**src/rtl/gnw_sdram_pkg.sv**
```systemverilog
// Shared definitions for the SDRAM port arbiter: parameter defaults, FSM states and the grant flag.
package gnw_sdram_pkg;

  localparam int DEF_ADDR_W     = 25;
  localparam int DEF_DATA_W     = 16;
  localparam int DEF_FIFO_DEPTH = 4;
  localparam int DEF_RD_TIMEOUT = 64;

  typedef enum logic [2:0] {
    ST_IDLE    = 3'd0,
    ST_WRITE   = 3'd1,
    ST_WR_WAIT = 3'd2,
    ST_READ    = 3'd3,
    ST_RD_WAIT = 3'd4
  } arb_state_t;

  typedef enum logic {
    GRANT_WRITE = 1'b0,
    GRANT_READ  = 1'b1
  } grant_t;

  function automatic logic is_write_state(input arb_state_t s);
    return (s == ST_WRITE) || (s == ST_WR_WAIT);
  endfunction

endpackage

```
**src/rtl/sync_fifo.sv**
```systemverilog
// Single-clock FIFO with fall-through head; a push and a pop complete in the same cycle they are strobed.
// The caller gates push: a push while full is only legal together with a pop.
module sync_fifo #(
  parameter int WIDTH = 41,
  parameter int DEPTH = 4
) (
  input  logic                     clk_sys_131_072,
  input  logic                     reset,
  input  logic                     push,
  input  logic [WIDTH-1:0]         din,
  input  logic                     pop,
  output logic [WIDTH-1:0]         dout,
  output logic                     full,
  output logic                     empty,
  output logic [$clog2(DEPTH):0]   count
);

  localparam int PTR_W = $clog2(DEPTH);
  localparam int CNT_W = PTR_W + 1;

  logic [WIDTH-1:0] mem [DEPTH];
  logic [PTR_W-1:0] wr_ptr;
  logic [PTR_W-1:0] rd_ptr;

  assign dout  = mem[rd_ptr];
  assign empty = (count == '0);
  assign full  = (count == CNT_W'(DEPTH));

  always_ff @(posedge clk_sys_131_072) begin
    if (reset) begin
      wr_ptr <= '0;
      rd_ptr <= '0;
      count  <= '0;
    end else begin
      if (push) wr_ptr <= wr_ptr + 1'b1;
      if (pop)  rd_ptr <= rd_ptr + 1'b1;
      count <= count + CNT_W'(push) - CNT_W'(pop);
    end
  end

  // Storage needs no reset; the pointers define what is valid.
  always_ff @(posedge clk_sys_131_072) begin
    if (push) mem[wr_ptr] <= din;
  end

endmodule

```
**src/rtl/sdram_port_arbiter.sv**
```systemverilog
// Shares one SDRAM controller between a FIFO-buffered ROM loader and a core read port; loader strobe to
// sd_wr takes 2 cycles when idle, and loader strobes arriving while the FIFO is full are dropped (sticky flag).
module sdram_port_arbiter
  import gnw_sdram_pkg::*;
#(
  parameter int ADDR_W     = DEF_ADDR_W,
  parameter int DATA_W     = DEF_DATA_W,
  parameter int FIFO_DEPTH = DEF_FIFO_DEPTH,
  parameter int RD_TIMEOUT = DEF_RD_TIMEOUT
) (
  input  logic              clk_sys_131_072,
  input  logic              reset,
  input  logic              download_active,
  input  logic              load_wr,
  input  logic [ADDR_W-1:0] load_addr,
  input  logic [DATA_W-1:0] load_data,
  output logic              load_idle,
  output logic              load_overflow,
  input  logic              rd_req,
  input  logic [ADDR_W-1:0] rd_addr,
  output logic              rd_ack,
  output logic [DATA_W-1:0] rd_data,
  output logic              rd_valid,
  output logic              rd_error,
  output logic [ADDR_W-1:0] sd_addr,
  output logic [DATA_W-1:0] sd_din,
  output logic              sd_wr,
  output logic              sd_rd,
  input  logic              sd_busy,
  input  logic [DATA_W-1:0] sd_q,
  input  logic              sd_q_valid
);

  localparam int CNT_W  = $clog2(RD_TIMEOUT) + 1;
  localparam int FCNT_W = $clog2(FIFO_DEPTH) + 1;

  typedef struct packed {
    logic [ADDR_W-1:0] addr;
    logic [DATA_W-1:0] data;
  } wr_entry_t;

  arb_state_t        state, state_nxt;
  grant_t            last_grant, last_grant_nxt;
  logic [CNT_W-1:0]  tmo_cnt, tmo_cnt_nxt;

  wr_entry_t         push_dat;
  wr_entry_t         pop_dat;
  logic              push_vld;
  logic              pop_vld;
  logic              fifo_full;
  logic              fifo_empty;
  logic [FCNT_W-1:0] fifo_count;
  logic [FCNT_W-1:0] fifo_count_nxt;

  logic              wr_pend;
  logic              rd_pend;

  logic              sd_wr_nxt, sd_rd_nxt, rd_ack_nxt, rd_valid_nxt, rd_error_nxt;
  logic              load_idle_nxt, load_overflow_nxt;
  logic [ADDR_W-1:0] sd_addr_nxt;
  logic [DATA_W-1:0] sd_din_nxt;
  logic [DATA_W-1:0] rd_data_nxt;

  assign push_dat = '{addr: load_addr, data: load_data};
  // A full FIFO still takes the strobe when the head leaves in the same cycle.
  assign push_vld = load_wr && (!fifo_full || pop_vld);
  assign wr_pend  = !fifo_empty;
  assign rd_pend  = rd_req && !download_active;

  sync_fifo #(
    .WIDTH (ADDR_W + DATA_W),
    .DEPTH (FIFO_DEPTH)
  ) u_wr_fifo (
    .clk_sys_131_072 (clk_sys_131_072),
    .reset           (reset),
    .push            (push_vld),
    .din             (push_dat),
    .pop             (pop_vld),
    .dout            (pop_dat),
    .full            (fifo_full),
    .empty           (fifo_empty),
    .count           (fifo_count)
  );

  always_comb begin
    state_nxt      = state;
    last_grant_nxt = last_grant;
    tmo_cnt_nxt    = tmo_cnt;
    pop_vld        = 1'b0;
    sd_wr_nxt      = 1'b0;
    sd_rd_nxt      = 1'b0;
    rd_ack_nxt     = 1'b0;
    rd_valid_nxt   = 1'b0;
    rd_error_nxt   = 1'b0;
    sd_addr_nxt    = sd_addr;
    sd_din_nxt     = sd_din;
    rd_data_nxt    = rd_data;

    case (state)
      ST_IDLE: begin
        if (!sd_busy) begin
          if (wr_pend && (!rd_pend || last_grant == GRANT_READ)) begin
            pop_vld        = 1'b1;
            state_nxt      = ST_WRITE;
            last_grant_nxt = GRANT_WRITE;
            sd_wr_nxt      = 1'b1;
            sd_addr_nxt    = pop_dat.addr;
            sd_din_nxt     = pop_dat.data;
          end else if (rd_pend) begin
            state_nxt      = ST_READ;
            last_grant_nxt = GRANT_READ;
            sd_rd_nxt      = 1'b1;
            rd_ack_nxt     = 1'b1;
            sd_addr_nxt    = rd_addr;
          end
        end
      end
      ST_WRITE: state_nxt = ST_WR_WAIT;
      ST_WR_WAIT: begin
        if (!sd_busy) state_nxt = ST_IDLE;
      end
      ST_READ: begin
        state_nxt   = ST_RD_WAIT;
        tmo_cnt_nxt = '0;
      end
      ST_RD_WAIT: begin
        // Counter is 0 in the first wait cycle, so the error register lands RD_TIMEOUT cycles after sd_rd.
        if (sd_q_valid) begin
          rd_data_nxt  = sd_q;
          rd_valid_nxt = 1'b1;
          state_nxt    = ST_IDLE;
        end else if (tmo_cnt == CNT_W'(RD_TIMEOUT - 2)) begin
          rd_error_nxt = 1'b1;
          state_nxt    = ST_IDLE;
        end else begin
          tmo_cnt_nxt = tmo_cnt + CNT_W'(1);
        end
      end
      default: state_nxt = ST_IDLE;
    endcase

    fifo_count_nxt    = fifo_count + FCNT_W'(push_vld) - FCNT_W'(pop_vld);
    load_idle_nxt     = (fifo_count_nxt == '0) && !is_write_state(state_nxt);
    load_overflow_nxt = load_overflow || (load_wr && !push_vld);
  end

  always_ff @(posedge clk_sys_131_072) begin
    if (reset) begin
      state         <= ST_IDLE;
      last_grant    <= GRANT_READ;
      tmo_cnt       <= '0;
      sd_wr         <= 1'b0;
      sd_rd         <= 1'b0;
      rd_ack        <= 1'b0;
      rd_valid      <= 1'b0;
      rd_error      <= 1'b0;
      sd_addr       <= '0;
      sd_din        <= '0;
      rd_data       <= '0;
      load_idle     <= 1'b1;
      load_overflow <= 1'b0;
    end else begin
      state         <= state_nxt;
      last_grant    <= last_grant_nxt;
      tmo_cnt       <= tmo_cnt_nxt;
      sd_wr         <= sd_wr_nxt;
      sd_rd         <= sd_rd_nxt;
      rd_ack        <= rd_ack_nxt;
      rd_valid      <= rd_valid_nxt;
      rd_error      <= rd_error_nxt;
      sd_addr       <= sd_addr_nxt;
      sd_din        <= sd_din_nxt;
      rd_data       <= rd_data_nxt;
      load_idle     <= load_idle_nxt;
      load_overflow <= load_overflow_nxt;
    end
  end

endmodule

```
**config.mk**
```make
export PLATFORM = sky130hd
export DESIGN_NAME = sdram_port_arbiter
export DESIGN_NICKNAME = d
export VERILOG_FILES = /design/src/rtl/gnw_sdram_pkg.sv /design/src/rtl/sync_fifo.sv /design/src/rtl/sdram_port_arbiter.sv
export SDC_FILE = /design/constraint.sdc
export NUM_CORES = 1
export LEC_CHECK = 0
export BUFFER_PORTS_ARGS = -buffer_cell sky130_fd_sc_hd__clkbuf_2
export CORE_MARGIN = 10
export CORE_UTILIZATION = 30
export DETAILED_ROUTE_END_ITERATION = 12
export MAX_ROUTING_LAYER = met4
export SLEW_MARGIN = 20
export SYNTH_ARGS = -nofsm -noshare
export SYNTH_HDL_FRONTEND = slang
export SYNTH_SLANG_ARGS = --single-unit
```
**constraint.sdc**
```tcl
create_clock -name clk_sys_131_072 -period 3.85 [get_ports clk_sys_131_072]
set_clock_uncertainty 0.1 [all_clocks]
set_input_delay 0.385 -clock clk_sys_131_072 [delete_from_list [all_inputs] [get_ports clk_sys_131_072]]
set_output_delay 0.385 -clock clk_sys_131_072 [all_outputs]
set_load 0.01 [all_outputs]
```
## Word level (Yosys, flattened, before mapping)

Memory sizes are Yosys's and may differ from the RTL's. A register that Yosys moved wholly into a read port is not among the register bits.
Index checks and enable logic that the tools add are counted.

- Register bits: 81
- Bits in writable memories: 164
- Input bits: 89
- Word-level logic and storage cells: 85
- Memories: 1

- $add $sub $neg: 5
- Equal/unequal tests: 10
- Muxes and demuxes: 24
- Bitwise gates (word level): 3
- Reduce and logical (&&, ||, !) cells: 27

Memory list:

| memory | words | width | read ports | clocked after memory_dff | wr ports | RTL line | source |
|---|---|---|---|---|---|---|---|
| u_wr_fifo.mem | 4 | 41 | 1 | 1 | 1 | sync_fifo.sv:21 | `logic [WIDTH-1:0] mem [DEPTH];` |

Operators by type and width:

| operator | count |
|---|---|
| 25-bit 2-to-1 mux | 2 |
| 3-bit 2-to-1 mux | 6 |
| 3-bit one-hot mux with 5 select lines | 1 |
| 7-bit 2-to-1 mux | 2 |
| 7-bit one-hot mux with 2 select lines | 1 |
| 1-bit 2-to-1 mux | 10 |
| 3-bit by 2-bit == test with 1-bit output, second input constant | 3 |
| 3-bit logical NOT | 3 |
| 3-bit AND reduction | 3 |
| 7-bit by 1-bit adder with 7-bit output, second input constant | 1 |
| 7-bit by 6-bit == test with 1-bit output, second input constant | 1 |
| 3-bit by 1-bit == test with 1-bit output, second input constant | 2 |
| 3-bit == test, second input constant | 2 |
| 1-bit logical NOT | 6 |
| 1-bit logical AND | 5 |
| 2-bit by 1-bit adder with 2-bit output, second input constant | 2 |
| 1-bit logical OR | 4 |
| 2-bit 2-to-1 mux | 2 |
| 2-bit != test, second input constant | 2 |
| 2-bit nonzero test | 2 |
| 4-bit OR reduction | 1 |
| 3-bit by 1-bit adder with 3-bit output | 1 |
| 1-bit inverter | 3 |
| 3-bit OR reduction | 1 |
| other kinds (3) | 3 |

## Longest topological paths before layout

- Word-level depth: 14
- Depth in mapped cells: 13
- Mapped depth without buffers: 11

## Cells and area by module

From an unflattened synthesis, not the netlist that was laid out.

- Cell total of the unflattened synthesis: 611
- Area, all modules: 9420.3 um2

By module, submodules not included:

| module | times used | cells an instance | area each (um2) | sequential area each (um2) |
|---|---|---|---|---|
| sync_fifo | 1 | 257 | 6403.6 | 5104.9 |
| sdram_port_arbiter | 1 | 354 | 3016.6 | 1481.4 |

## Least setup slack after synthesis

No wires, ideal clock.

- Kind: input port to flip-flop
- Start point: input port download_active
- End point: register load_idle
- Arrival time: 2805 ps
- Required time: 3634 ps
- Setup slack: 829 ps
- Stages on the path: 13
- Buffers on the path: 2
- Cells stage by stage: or3b_2 buf_2 nand3_2 inv_2 buf_2 ha_1 inv_1 ha_1 inv_1 fa_1 xor2_1 xnor2_1 a41o_1

- Word-level cells in the longest chain between the ends: 14
- Elaborated cells on any way between the ends: 22
- Those cells by class: add/sub (2); eq/ne (2); mux (7); reduce/logical (11)

Ends and longest elaborated chain:

| what | RTL line | source |
|---|---|---|
| start: declaration | sdram_port_arbiter.sv:13 | `input logic download_active,` |
| 1-bit logical NOT (*) | sdram_port_arbiter.sv:68 | `assign rd_pend = rd_req && !download_active;` |
| 1-bit logical AND (*) | sdram_port_arbiter.sv:68 |  |
| 1-bit logical NOT (*) | sdram_port_arbiter.sv:102 | `if (wr_pend && (!rd_pend \|\| last_grant == GRANT_READ)) begin` |
| 1-bit logical OR (*) | sdram_port_arbiter.sv:102 |  |
| 1-bit logical AND (*) | sdram_port_arbiter.sv:102 |  |
| 1-bit 2-to-1 mux (*) | sdram_port_arbiter.sv:102 |  |
| 1-bit 2-to-1 mux (*) | sdram_port_arbiter.sv:101 | `if (!sd_busy) begin` |
| 1-bit 2-to-1 mux (*) | -- |  |
| net pop_vld | sdram_port_arbiter.sv:49 | `logic pop_vld;` |
| 1-bit logical OR | sdram_port_arbiter.sv:66 | `assign push_vld = load_wr && (!fifo_full \|\| pop_vld);` |
| 1-bit logical AND | sdram_port_arbiter.sv:66 |  |
| 3-bit by 1-bit adder with 3-bit output | sdram_port_arbiter.sv:142 | `fifo_count_nxt = fifo_count + FCNT_W'(push_vld) - FCNT_W'(pop_vld);` |
| 3-bit by 1-bit subtractor with 3-bit output (*) | sdram_port_arbiter.sv:142 |  |
| 3-bit logical NOT (*) | sdram_port_arbiter.sv:143 | `load_idle_nxt = (fifo_count_nxt == '0) && !is_write_state(state_nxt);` |
| 1-bit logical AND (*) | sdram_port_arbiter.sv:143 |  |
| end signal: assignment | sdram_port_arbiter.sv:174 | `load_idle <= load_idle_nxt;` |
| end: declaration | sdram_port_arbiter.sv:17 | `output logic load_idle,` |

Mark *: on every way through the listed nets, which the timed path passes. The rest lies on a longest branch.
A chain may end at the register's enable or synchronous reset.

## Worst setup path after layout

- Start point: register state[2]
- End point: register load_idle

- Word-level cells in the longest chain between the ends: 8
- Elaborated cells on any way between the ends: 23
- Those cells by class: add/sub (2); eq/ne (6); mux (8); reduce/logical (7)

Ends and longest elaborated chain:

| what | RTL line | source |
|---|---|---|
| start: declaration | sdram_port_arbiter.sv:42 | `arb_state_t state, state_nxt;` |
| start signal: assignment | sdram_port_arbiter.sv:163 | `state <= state_nxt;` |
| 3-bit logical NOT | sdram_port_arbiter.sv:99 | `case (state)` |
| 1-bit 2-to-1 mux | -- |  |
| 1-bit logical OR | sdram_port_arbiter.sv:66 |  |
| 1-bit logical AND | sdram_port_arbiter.sv:66 |  |
| net push_vld | sdram_port_arbiter.sv:48 | `logic push_vld;` |
| 3-bit by 1-bit adder with 3-bit output | sdram_port_arbiter.sv:142 |  |
| 3-bit by 1-bit subtractor with 3-bit output | sdram_port_arbiter.sv:142 |  |
| 3-bit logical NOT | sdram_port_arbiter.sv:143 |  |
| 1-bit logical AND | sdram_port_arbiter.sv:143 |  |

The timed path passes the listed nets, and every way through them passes these cells.

==> flow_summary.yaml <==
outcome:
  status: "complete, no violations"
synth:
  postSynth.topFlopCell: "edfxtp_1"
  post-synth-top-area-cell: "edfxtp_1"
  post-synth-top-area-fraction_pct: 52.83
  netlist_area_mm2: 0.009323
  synth_unique_cells: 45
  post-synth-top-count-cell: "edfxtp_1"
  postSynthCellCount: 628
  postSynthRegisterBits: 247
  synth_async_sr_flop_share_pct: 0
  synth.top_cells.by_count: "edfxtp_1, dfxtp_1, nand2_1"
  synth-warning-count: 0
  avgSynthCellArea_um2: 14.85
  yosysSeqAreaShare_pct: 70.65
  synth_area_leaders: "edfxtp_1, dfxtp_1, mux4_2"
  mappedNetlistNets: 726
  synth_edf_count: 164
die:
  placement_rows: 64
  design.core.area_mm2: 0.03059
  design.portCount: 153
  fp.dieArea_mm2: 0.03853
  die_w_um: 196.3
  initial_utilization_pct: 30.48
  die_y_um: 196.3
power:
  total_switching_power_w: 0.002110
  p_sw_share_pct: 27.96
  static_leak_nw: 4.306
  p_per_area_mw_per_mm2: 629.1
  irDropWorstVdd_uv: 288.2
  power.combinational.fraction_pct: 20.5
  power.internal_w: 0.005437
  power.share.clock_pct: 34.3
  power.sequential.fraction_pct: 45.1
final_layout:
  area_of_combinational_cells_with_multiple_inputs_mm2: 0.002539
  syn2layout_area_growth_pct: 28.68
  layout-drive-gt1-share_pct: 30.65
  layout.core_utilization_pct: 39.22
  design.final.nets: 936
  nFillCells: 2914
  sequential_cell_area_mm2: 0.006594
  instances_no_fill: 1256
place:
  io_buffers: 152
  dp.cells: 1150
  gp_routability_congestion: 0.7177
  detailed_place_hpwl_mm: 14.34
clock_network:
  cts_post_setup_buffers_inserted: 0
  cts.sink_count: 247
  cts_tree: "built"
  tritoncts.num_buffers: 27
  cts_repair_resize_count: 0
  clk_pin_slew_ps: 60
  cts-htree-levels: 1
  cts_root_buf: "clkbuf_16"
  clock_insertion_delay_worst_skew_ps: 520
  cts_max_path_buffers: 3
sta:
  final.hold.worst_slack_ps: 15.35
  setup_total_negative_slack_ps: 0
  worstMarginPinSlew_ps: 905.3
  slew_viol_final: 0
  timing.slew.headroom_pct: 39.65
  timing.final.setup_violations: 0
  achievable-frequency_mhz: 363.3
  unrepaired_setup_endpoints_after_global_routing: "false"
  report.final.hold_viol_count: 0
  finalCritPeriodShare_pct: 71.49
  post-route-min-period_ps: 2752
setup_path:
  critical_path_arrival_ps: 3060
  worstPathMaxFanout: 7
  worst-endpoint-required_ps: 4160
  start_kind: "register"
  ff2ff_setup_slack_ps: 1100
  worstSetupPathType: "reg2reg"
  crit_path_end_kind: "register"
global_route:
  grt_overflow: 0
  first_global_vias: 6042
  antenna_found_initial: 2
  track_usage_pct: 11.57
  grt_max_degree: 81
  grt_pass1_wl_mm: 34.83
hold_path:
  min_path_type: "in2reg"
run:
  drv.max_cap_violation_count: 0
detailed_routing:
  dr_total_vias: 5769
  route.detailed.drc: 0
  wl_per_cell_um: 17.49
  dr.pass1.iters: 4
  viasPerCell: 4.593
  postRouteAntennaNets: 0
  drt_iter0_markers: 396
  drt_wl_total_mm: 21.97
==> power by group through the flow <==
| stage | clock [W] | combinational, W | sequential [W] |
|---|---|---|---|
| 2_1_floorplan | 0 | 0.00105 | 0.00338 |
| 3_3_place_gp | 0 | 0.00154 | 0.00347 |
| 3_5_place_dp | 0 | 0.00154 | 0.00347 |
| 4_1_cts | 0.00266 | 0.00160 | 0.00342 |
| 5_1_grt | 0.00278 | 0.00173 | 0.00346 |
| 6_report | 0.00259 | 0.00155 | 0.00341 |
==> per-layer routing <==
layer / GRT usage, % / share of wire [%]
met1: 14.90 / 45
met2: 18.30 / 47
met4: 2.574 / 1.8
met5: - / 0
met3: 2.540 / 5.3
==> stage by stage <==
step,cell area (um2),worst slack (ps),total power (W)
3_3_place_gp,10540,918.0,0.005004
6_report,12000,1098,0.007547
5_1_grt,12000,878.2,0.007978
2_1_floorplan,9323,829.1,0.004429
4_1_cts,11980,1089,0.007679
3_5_place_dp,10540,874.0,0.005019
==> state kept, by name, indices dropped and copies added, names as in the netlist, 2 cells and up, named ones only <==
register	flops
rd_data	16
sd_addr	25
sd_din	16
state	3
tmo_cnt	7
u_wr_fifo.count	3
u_wr_fifo.mem	164
u_wr_fifo.rd_ptr	2
u_wr_fifo.wr_ptr	2
==> final timing paths <==
check                      from                   end  cells after the start
setup / recovery       state[2]             load_idle                      9
hold / removal    load_data[10]  u_wr_fifo.mem[3][10]                      1
setup reg to reg       state[2]             load_idle                      9
hold reg to reg      rd_data[1]            rd_data[1]                      2
==> logic make-up (layout without fill, tap and decap cells) <==
family / after synthesis / count (layout) / share of synthesized area [%]
flip-flops: 247 / 247 / 70.65
multiplexers: 46 / 46 / 10.48
XOR/XNOR: 6 / 6 / 0.5638
AO/OA/AOI/OAI: 98 / 98 / 6.375
other: 0 / 2 / 0
AND/OR/NAND/NOR: 174 / 174 / 8.469
adder cells (fa/ha/maj): 9 / 9 / 1.288
buffers and inverters: 48 / 278 / 2.174
==> layout make-up <==
type | count | share of cell area (%)
antenna | 2 | 0.04172
clock buffer | 34 | 5.935
clock inverter | 15 | 1.544
inverter | 10 | 0.3129
multi-input combinational | 333 | 21.16
sequential | 247 | 54.96
tap | 396 | 4.130
timing repair buffer | 219 | 11.91
==> cell usage in the layout, fill, tap and decap left out, types with 3 or more instances in the layout <==
master,count
a211oi_1,26
a21oi_1,62
and2_2,4
buf_4,11
bufinv_16,4
clkbuf_1,6
clkbuf_16,27
clkbuf_2,151
clkinv_2,4
dfxtp_1,81
dlygate4sd3_1,55
edfxtp_1,164
ha_1,8
inv_1,9
mux2_2,3
mux4_2,41
nand2_1,72
nand2b_1,4
nand3_1,29
nor2_1,46
nor2b_1,3
xnor2_1,3
xor2_1,3
==> critical path, cell delays in order (launching register included) <==
cell	delay, ps
dfxtp_1	370
nor4_4	460
nand2_1	120
a31oi_2	390
ha_1	220
inv_1	50
fa_1	370
xor2_1	160
xnor2_1	140
a41o_1	250
==> what timing repair did <==
item / in CTS / in global routing
endpoints found under the hold margin: 168 / 4
hold buffers: 54 / 1
endpoints found under the setup margin: 0 / 0
Power figures use the tool's default switching activity.
